==> src/rtl/multi_clock_divider.sv <==
// multi_clock_divider
// Multi-channel clock-enable and square-wave generator. Each channel divides
// clk by a runtime-programmable value held in a shadow register. A new value
// becomes active at the channel's next wrap, immediately on sync, or on the
// next edge if the channel is disabled (divide value of zero).
module multi_clock_divider #(
  parameter int          NUM_CH  = 4,
  parameter int          CH_W    = 2,
  parameter int          CNT_W   = 25,
  parameter int unsigned DEF_DIV = 25_000_000
) (
  input  logic              clk,
  input  logic              reset,
  input  logic              en,
  input  logic              sync,
  input  logic              cfg_we,
  input  logic [CH_W-1:0]   cfg_ch,
  input  logic [CNT_W-1:0]  cfg_div,
  output logic [NUM_CH-1:0] tick,
  output logic [NUM_CH-1:0] clk_out,
  output logic [NUM_CH-1:0] cfg_pending
);

  localparam logic [CNT_W-1:0] CNT_ZERO = {CNT_W{1'b0}};
  localparam logic [CNT_W-1:0] CNT_ONE  = {{(CNT_W-1){1'b0}}, 1'b1};
  localparam logic [CNT_W-1:0] DIV_RST  = CNT_W'(DEF_DIV);

  for (genvar i = 0; i < NUM_CH; i++) begin : g_ch
    logic [CNT_W-1:0] cnt_r;
    logic [CNT_W-1:0] act_div_r;
    logic [CNT_W-1:0] shd_div_r;
    logic             pend_r;
    logic             tick_r;
    logic             clk_out_r;

    logic [CNT_W-1:0] cnt_nxt_s;
    logic [CNT_W-1:0] act_div_nxt_s;
    logic [CNT_W-1:0] shd_div_nxt_s;
    logic             pend_nxt_s;
    logic             tick_nxt_s;
    logic             clk_out_nxt_s;
    logic             wr_s;
    logic [CNT_W-1:0] act_div_m1_s;

    // Writes addressed beyond the last channel match no channel and vanish.
    assign wr_s         = cfg_we & (cfg_ch == CH_W'(i));
    // Only used after the zero-divide case is excluded, so no underflow.
    assign act_div_m1_s = act_div_r - CNT_ONE;

    // Next-state for one channel: sync > freeze > disabled > wrap > count.
    always_comb begin
      cnt_nxt_s     = cnt_r;
      act_div_nxt_s = act_div_r;
      shd_div_nxt_s = shd_div_r;
      pend_nxt_s    = pend_r;
      tick_nxt_s    = 1'b0;
      clk_out_nxt_s = clk_out_r;

      // A write lands in the shadow and raises pending; a same-cycle apply
      // below consumes the old shadow, leaving the new one pending.
      if (wr_s) begin
        shd_div_nxt_s = cfg_div;
        pend_nxt_s    = 1'b1;
      end else begin
        shd_div_nxt_s = shd_div_r;
        pend_nxt_s    = pend_r;
      end

      if (sync) begin
        cnt_nxt_s     = CNT_ZERO;
        clk_out_nxt_s = 1'b0;
        act_div_nxt_s = wr_s ? cfg_div : shd_div_r;
        pend_nxt_s    = 1'b0;
      end else if (!en) begin
        cnt_nxt_s     = cnt_r;
        act_div_nxt_s = act_div_r;
      end else if (act_div_r == CNT_ZERO) begin
        cnt_nxt_s = CNT_ZERO;
        if (pend_r) begin
          act_div_nxt_s = shd_div_r;
          pend_nxt_s    = wr_s;
        end else begin
          act_div_nxt_s = act_div_r;
        end
      end else if (cnt_r >= act_div_m1_s) begin
        // '>=' also recovers a counter left above the active divide value.
        cnt_nxt_s     = CNT_ZERO;
        tick_nxt_s    = 1'b1;
        clk_out_nxt_s = ~clk_out_r;
        if (pend_r) begin
          act_div_nxt_s = shd_div_r;
          pend_nxt_s    = wr_s;
        end else begin
          act_div_nxt_s = act_div_r;
        end
      end else begin
        cnt_nxt_s = cnt_r + CNT_ONE;
      end
    end

    // Channel state and output registers, cleared asynchronously.
    always_ff @(posedge clk or posedge reset) begin
      if (reset) begin
        cnt_r     <= CNT_ZERO;
        act_div_r <= DIV_RST;
        shd_div_r <= DIV_RST;
        pend_r    <= 1'b0;
        tick_r    <= 1'b0;
        clk_out_r <= 1'b0;
      end else begin
        cnt_r     <= cnt_nxt_s;
        act_div_r <= act_div_nxt_s;
        shd_div_r <= shd_div_nxt_s;
        pend_r    <= pend_nxt_s;
        tick_r    <= tick_nxt_s;
        clk_out_r <= clk_out_nxt_s;
      end
    end

    assign tick[i]        = tick_r;
    assign clk_out[i]     = clk_out_r;
    assign cfg_pending[i] = pend_r;
  end

endmodule

==> config.mk <==
export PLATFORM = sky130hd
export DESIGN_NAME = multi_clock_divider
export DESIGN_NICKNAME = d
export VERILOG_FILES = /design/src/rtl/multi_clock_divider.sv
export SDC_FILE = /design/constraint.sdc
export NUM_CORES = 1
export LEC_CHECK = 0
export BUFFER_PORTS_ARGS = -buffer_cell sky130_fd_sc_hd__buf_2
export CAP_MARGIN = 20
export CORE_AREA = 2 2 214 216
export DETAILED_ROUTE_END_ITERATION = 8
export DIE_AREA = 0 0 216 218
export PLACE_DENSITY = 0.53
export SYNTH_ARGS = -nofsm -noshare
export SYNTH_HDL_FRONTEND = slang
export SYNTH_SLANG_ARGS = --single-unit
==> constraint.sdc <==
create_clock -name clk -period 9.8 [get_ports clk]
set_input_delay 0.49 -clock clk [delete_from_list [all_inputs] [get_ports clk]]
set_output_delay 0.49 -clock clk [all_outputs]
set_load 0.01 [all_outputs]
## Word level (Yosys, flattened, before mapping)

Index checks and enable logic that the tools add are counted.

- Bits in registers: 312
- Output and inout bits: 12
- Logic and storage cells: 169

- Add/sub/neg operators: 8
- $lt $le $gt $ge: 4
- Equality and inequality tests: 7
- Muxes and demuxes: 96
- Bitwise logic cells: 8
- Reductions and logical operators: 22

Operators by type and width:

| cell | count |
|---|---|
| 25-bit 2-to-1 mux | 40 |
| 25-bit by 1-bit adder with 25-bit output (second input constant) | 4 |
| 25-bit >= comparator | 4 |
| 25-bit logical NOT | 4 |
| 25-bit by 1-bit subtractor with 25-bit output (second input constant) | 4 |
| 1-bit 2-to-1 mux | 56 |
| 3-bit AND reduction | 4 |
| 3-bit nonzero test | 4 |
| 2-bit nonzero test | 5 |
| 2-bit != test (second input constant) | 4 |
| 2-bit AND reduction | 4 |
| 1-bit bitwise AND | 4 |
| 2-bit == test (second input constant) | 2 |
| 1-bit inverter | 4 |
| 2-bit by 1-bit == test with 1-bit output (second input constant) | 1 |
| 2-bit logical NOT | 1 |

## Depth between registers and ports, before layout

- Word-level depth: 8
- Gate-level depth with buffers: 18
- Mapped depth without buffers: 16

## Worst setup path before layout

OpenSTA, ideal clock, no wires.

- Kind: reg-to-reg
- Start: register g_ch[0].act_div_r[0]
- End: register g_ch[0].act_div_r[10]
- Library setup time: 0.126 ns
- Data arrival time: 4.062 ns
- Required time: 9.674 ns
- Slack: 5.612 ns
- Cell stages (with the launch flop): 18
- Period minus slack after synthesis: 4.188 ns
- Cells stage by stage: dfrtp_1 inv_1 ha_1 nor4b_1 nand2b_1 nor4_4 nand2_2 or3_1 a21oi_1 ha_1 nand4_1 a21oi_1 or4b_1 a311o_1 clkbuf_1 o21a_1 buf_2 a221o_1

- Word-level cells in the longest chain between the ends: 4
- Elaborated cells on any way between the ends: 8
- Those cells by class: add/sub: 1; order compare: 1; mux: 3; reduce/logical: 3

Ends and longest elaborated chain:

| what | RTL line | RTL |
|---|---|---|
| start, declared | 30 | `logic [CNT_W-1:0] act_div_r;` |
| start signal, assigned | 112 | `act_div_r <= act_div_nxt_s;` |
| 25-bit by 1-bit subtractor with 25-bit output or 25-bit logical NOT (tied branches) | 48, 77 |  |
| 25-bit >= comparator or 25-bit 2-to-1 mux (tied branches) | 85, 77 |  |
| 3-bit nonzero test (no line) or 25-bit 2-to-1 mux (tied branches) | n/a |  |
| 2-bit AND reduction (no line) or 25-bit 2-to-1 mux (tied branches) | n/a |  |

Parallel ways exist; a longest one is shown, timed or not. The select of a mux whose other input is x is not followed.
A chain may end at the register's enable or synchronous reset.

## Worst setup path after layout

- Start: register g_ch[0].act_div_r[0]
- End: register g_ch[0].act_div_r[15]

The elaborated chain is that of the path after synthesis.

==> qor.csv <==
stage,metric,value,unit
synthesis,ys_ff_latch,312,
clock_network,cts-root-buf,clkbuf_16,
clock_network,numCtsBuffers,37,
timing,fin_skew,9.118,ps
synthesis,synthTopCellsByCount,"216 x dfrtp_1, 158 x nor2_1, 108 x ha_1",
timing,slew_headroom,33.13,%
routing,drtIter0Drc,638,
power_and_ir_drop,power_density,189.6,nW/um^2
synthesis,ys.flop_type,dfrtp_1,
cells_and_area,n_fill_cell,4314,
die,initial_core_util,40.31,%
cells_and_area,multiInputGateArea,9494,sq um
job,maxCapViolCount,0,
die,die_height,218,um
power_and_ir_drop,power.leakage,8.444,nW
die,rows,78,
routing,ant_nets,0,
synthesis,synth_edf_count,0,
synthesis,yosysSeqAreaShare,43.80,%
synthesis,syn_area,18100,sq um
critical_path,rr_startpoint,g_ch[0].act_div_r[0],
critical_path,crit_chain,inv_1 -> ha_1 -> nor4b_1 -> nand2b_1 -> nor4_4 -> nand2_2 -> nor4_1 -> xnor2_1 -> ha_1 -> a21oi_1 -> nor2b_1 -> o21ai_0 -> or4b_1 -> a311o_1 -> o31ai_2 -> buf_4 -> a221o_1,
placement,hpwlAfterDp,31.03,mm
critical_path,cpMostUsedCell,ha_1,
synthesis,synth_top_family_by_area,simple AND/OR/NAND/NOR gates,
routing,wl,44.58,mm
cells_and_area,area_delta_synth_final,10.58,%
placement,globalplace.congestion,0.8098,
critical_path,critPathCaptureType,flop,
critical_path,crit_type,reg -> reg,
placement,numPlacedInstances,2352,
synthesis,synthAdderAreaFrac,7.466,%
synthesis,synth_compound_area_share,9.575,%
synthesis,ys_types,69,
critical_path,r2r_end,g_ch[0].act_div_r[15],
routing,wl_per_cell,18.44,um
grt,antenna_found_initial,0,
cells_and_area,finalNetCount,1932,
clock_network,ctsHoldBuffers,0,
timing,final_hold_viol_count,0,
clock_network,cts_setup_buffers,0,
critical_path,crit_required,10270,ps
grt,grt_max_degree,118,
placement,port_buffers,43,
timing,fmaxAchievable,0.1903,GHz
synthesis,synth_top_area_share,29.87,%
critical_path,cpLargestDelayFamily,simple AND/OR/NAND/NOR gates,
power_and_ir_drop,peakVddDrop,0.1268,mV
cells_and_area,drive_gt1_share,18.81,%
routing,avgViaCountPerCell,5.427,
synthesis,async_flop_share,100.0,%
timing,setup_viol,0,
synthesis,synth_xor_area_share,7.743,%
synthesis,synth_cells,1774,
routing,route.detailed.drc,0,
synthesis,synth_most_common_cell,dfrtp_1,
cells_and_area,seq_area,7928,sq um
critical_path,cpPeakStageDelay,760,ps
clock_network,cts-resized-gates,0,
critical_path,cp_num_buf_inv,2,
critical_path,startpoint_type,flop,
critical_path,slowest_stage,o31ai_2,
clock_network,htreeDepth,2,
critical_path,reg2reg_slack,4550,ps
grt,grt_pass1_wl,72.54,mm
critical_path,arrival,5730,ps
die,core,44890,sq um
timing,fin_crit_sh,53.62,%
synthesis,synth.area.mux_share,10.55,%
synthesis,synth_simple_gate_area_share,17.05,%
synthesis,synth_area_leader_cell,dfrtp_1,
die,design.portCount,44,
min_path,hp-class,in -> async,
synthesis,synth.area.top_cells,"dfrtp_1 30%, dfstp_2 14%, ha_1 7.5%",
clock_network,path_clk_slew,60,ps
timing,worstMarginPinSlew,1003,ps
timing,period_minus_slack,5255,ps
timing,maxSlewViolCount,0,
grt,track_usage,19.38,%
clock_network,clk_latency,540,ps
synthesis,avgSynthCellArea,10.20,sq um
cells_and_area,finish.utilization,44.58,%
die,die_w,216,um
critical_path,reg2regPathDepth,17,
clock_network,clock-sinks,312,
cells_and_area,antenna_cells,0,
timing,rsz0062_at_grt,no,
cells_and_area,finalNonFillerCells,2418,
timing,setup_tns,0,ps
outcome,outcome,finished clean,
synthesis,yosysWarnings,0,
synthesis,synth_fp_nets,1914,
grt,overflow,0,
critical_path,crit_cells,17,
clock_network,cts_buffer_depth,3,
grt,grt_pass1_vias,13000,
die,die-area,47090,sq um
routing,num_vias,13120,
critical_path,crit_fanout,11,
clock_network,cts_tree,yes,
routing,first_pass_iters,5,
-- worst max path at each step --
stage                              start               endpoint  slack, ps
global route        g_ch[0].act_div_r[0]  g_ch[0].act_div_r[16]       4090
CTS                 g_ch[0].act_div_r[0]  g_ch[0].act_div_r[20]       4560
floorplan                          reset   g_ch[0].act_div_r[0]        840
finish              g_ch[0].act_div_r[0]  g_ch[0].act_div_r[15]       4550
global placement    g_ch[0].act_div_r[0]  g_ch[0].act_div_r[20]       4770
detailed placement  g_ch[0].act_div_r[0]  g_ch[0].act_div_r[20]       4610
-- layer usage --
metal	share of wire, %	global-route usage, %
met1	48	26.59
met5	0	0
met2	48	32.49
met3	2.9	2.301
met4	2.0	5.160
-- where the power goes --
group	internal [mW]	total (mW)	switching, mW
Combinational	0.326	0.701	0.375
Clock	0.835	1.39	0.559
Sequential	1.53	1.70	0.167
Total	2.69	3.79	1.10
-- area by class of cell --
type                       instances  area share (%)
timing repair buffer              62           1.819
multi-input combinational       1311           47.44
clock buffer                      53           5.327
clock inverter                    12          0.7377
sequential                       312           39.61
inverter                          68           1.313
tap                              600           3.751
-- registers in the layout, summed over array words and instances, names as in the netlist --
register and flops:
g_ch.cnt_r 100, g_ch.pend_r 4, g_ch.clk_out_r 4, g_ch.act_div_r 100, g_ch.tick_r 4, g_ch.shd_div_r 100
-- logic make-up (layout without fill, tap and decap cells) --
| family | Yosys count | after routing |
|---|---|---|
| simple gates | 605 | 605 |
| xor+xnor | 160 | 160 |
| mux | 178 | 178 |
| buf+inv | 151 | 195 |
| fa+ha+maj | 108 | 108 |
| compound gates | 260 | 260 |
| flops | 312 | 312 |
-- stage by stage --
stage               area (sq um)  setup WS, ps  hold WS (ps)  total power [mW]
detailed placement         18790          4609         477.9             2.430
global route               20010          4086         195.6             4.018
floorplan                  18100         839.4         459.4             2.226
global placement           18790          4765         475.6             2.401
finish                     20010          4545         118.4             3.795
CTS                        20000          4564         141.6             3.850
-- cells in the final DEF (no fill, tap or decap), types with 5 or more instances in the layout --
cell type  count
and3_1        25
a31oi_1       11
buf_2         42
or4_1         15
ha_1         108
a211oi_1       9
mux2_2       102
clkbuf_8       8
a21oi_1       95
nand3_1       69
clkbuf_1       8
nor3_1        61
and4_1         9
o22ai_1       32
o211ai_1       7
nand2_1      106
mux2i_1       76
dfrtp_1      216
buf_4         19
xnor2_1       97
inv_1         66
xor2_1        63
clkbuf_16     37
dfstp_2       96
nand4_1       34
a2bb2oi_1      5
and2_1        31
or3_1         14
a221o_1       21
a2bb2oi_2      7
nor2_1       157
o21ai_0       33
nor4_1        26
a21o_1        10
clkinv_2       5
nor2b_1       30
-- worst reg2reg max path: cells and delay by family, from the launching register on --
| kind | cells | cell delay [ps] |
|---|---|---|
| xor gates and xnor gates | 1 | 160 |
| buffers and inverters | 2 | 430 |
| AOI/OAI and AO/OA | 5 | 1600 |
| DFF | 1 | 380 |
| and+or+nand+nor | 7 | 2120 |
| adders and majority gates | 2 | 490 |
(Power assumes the default switching activity.)
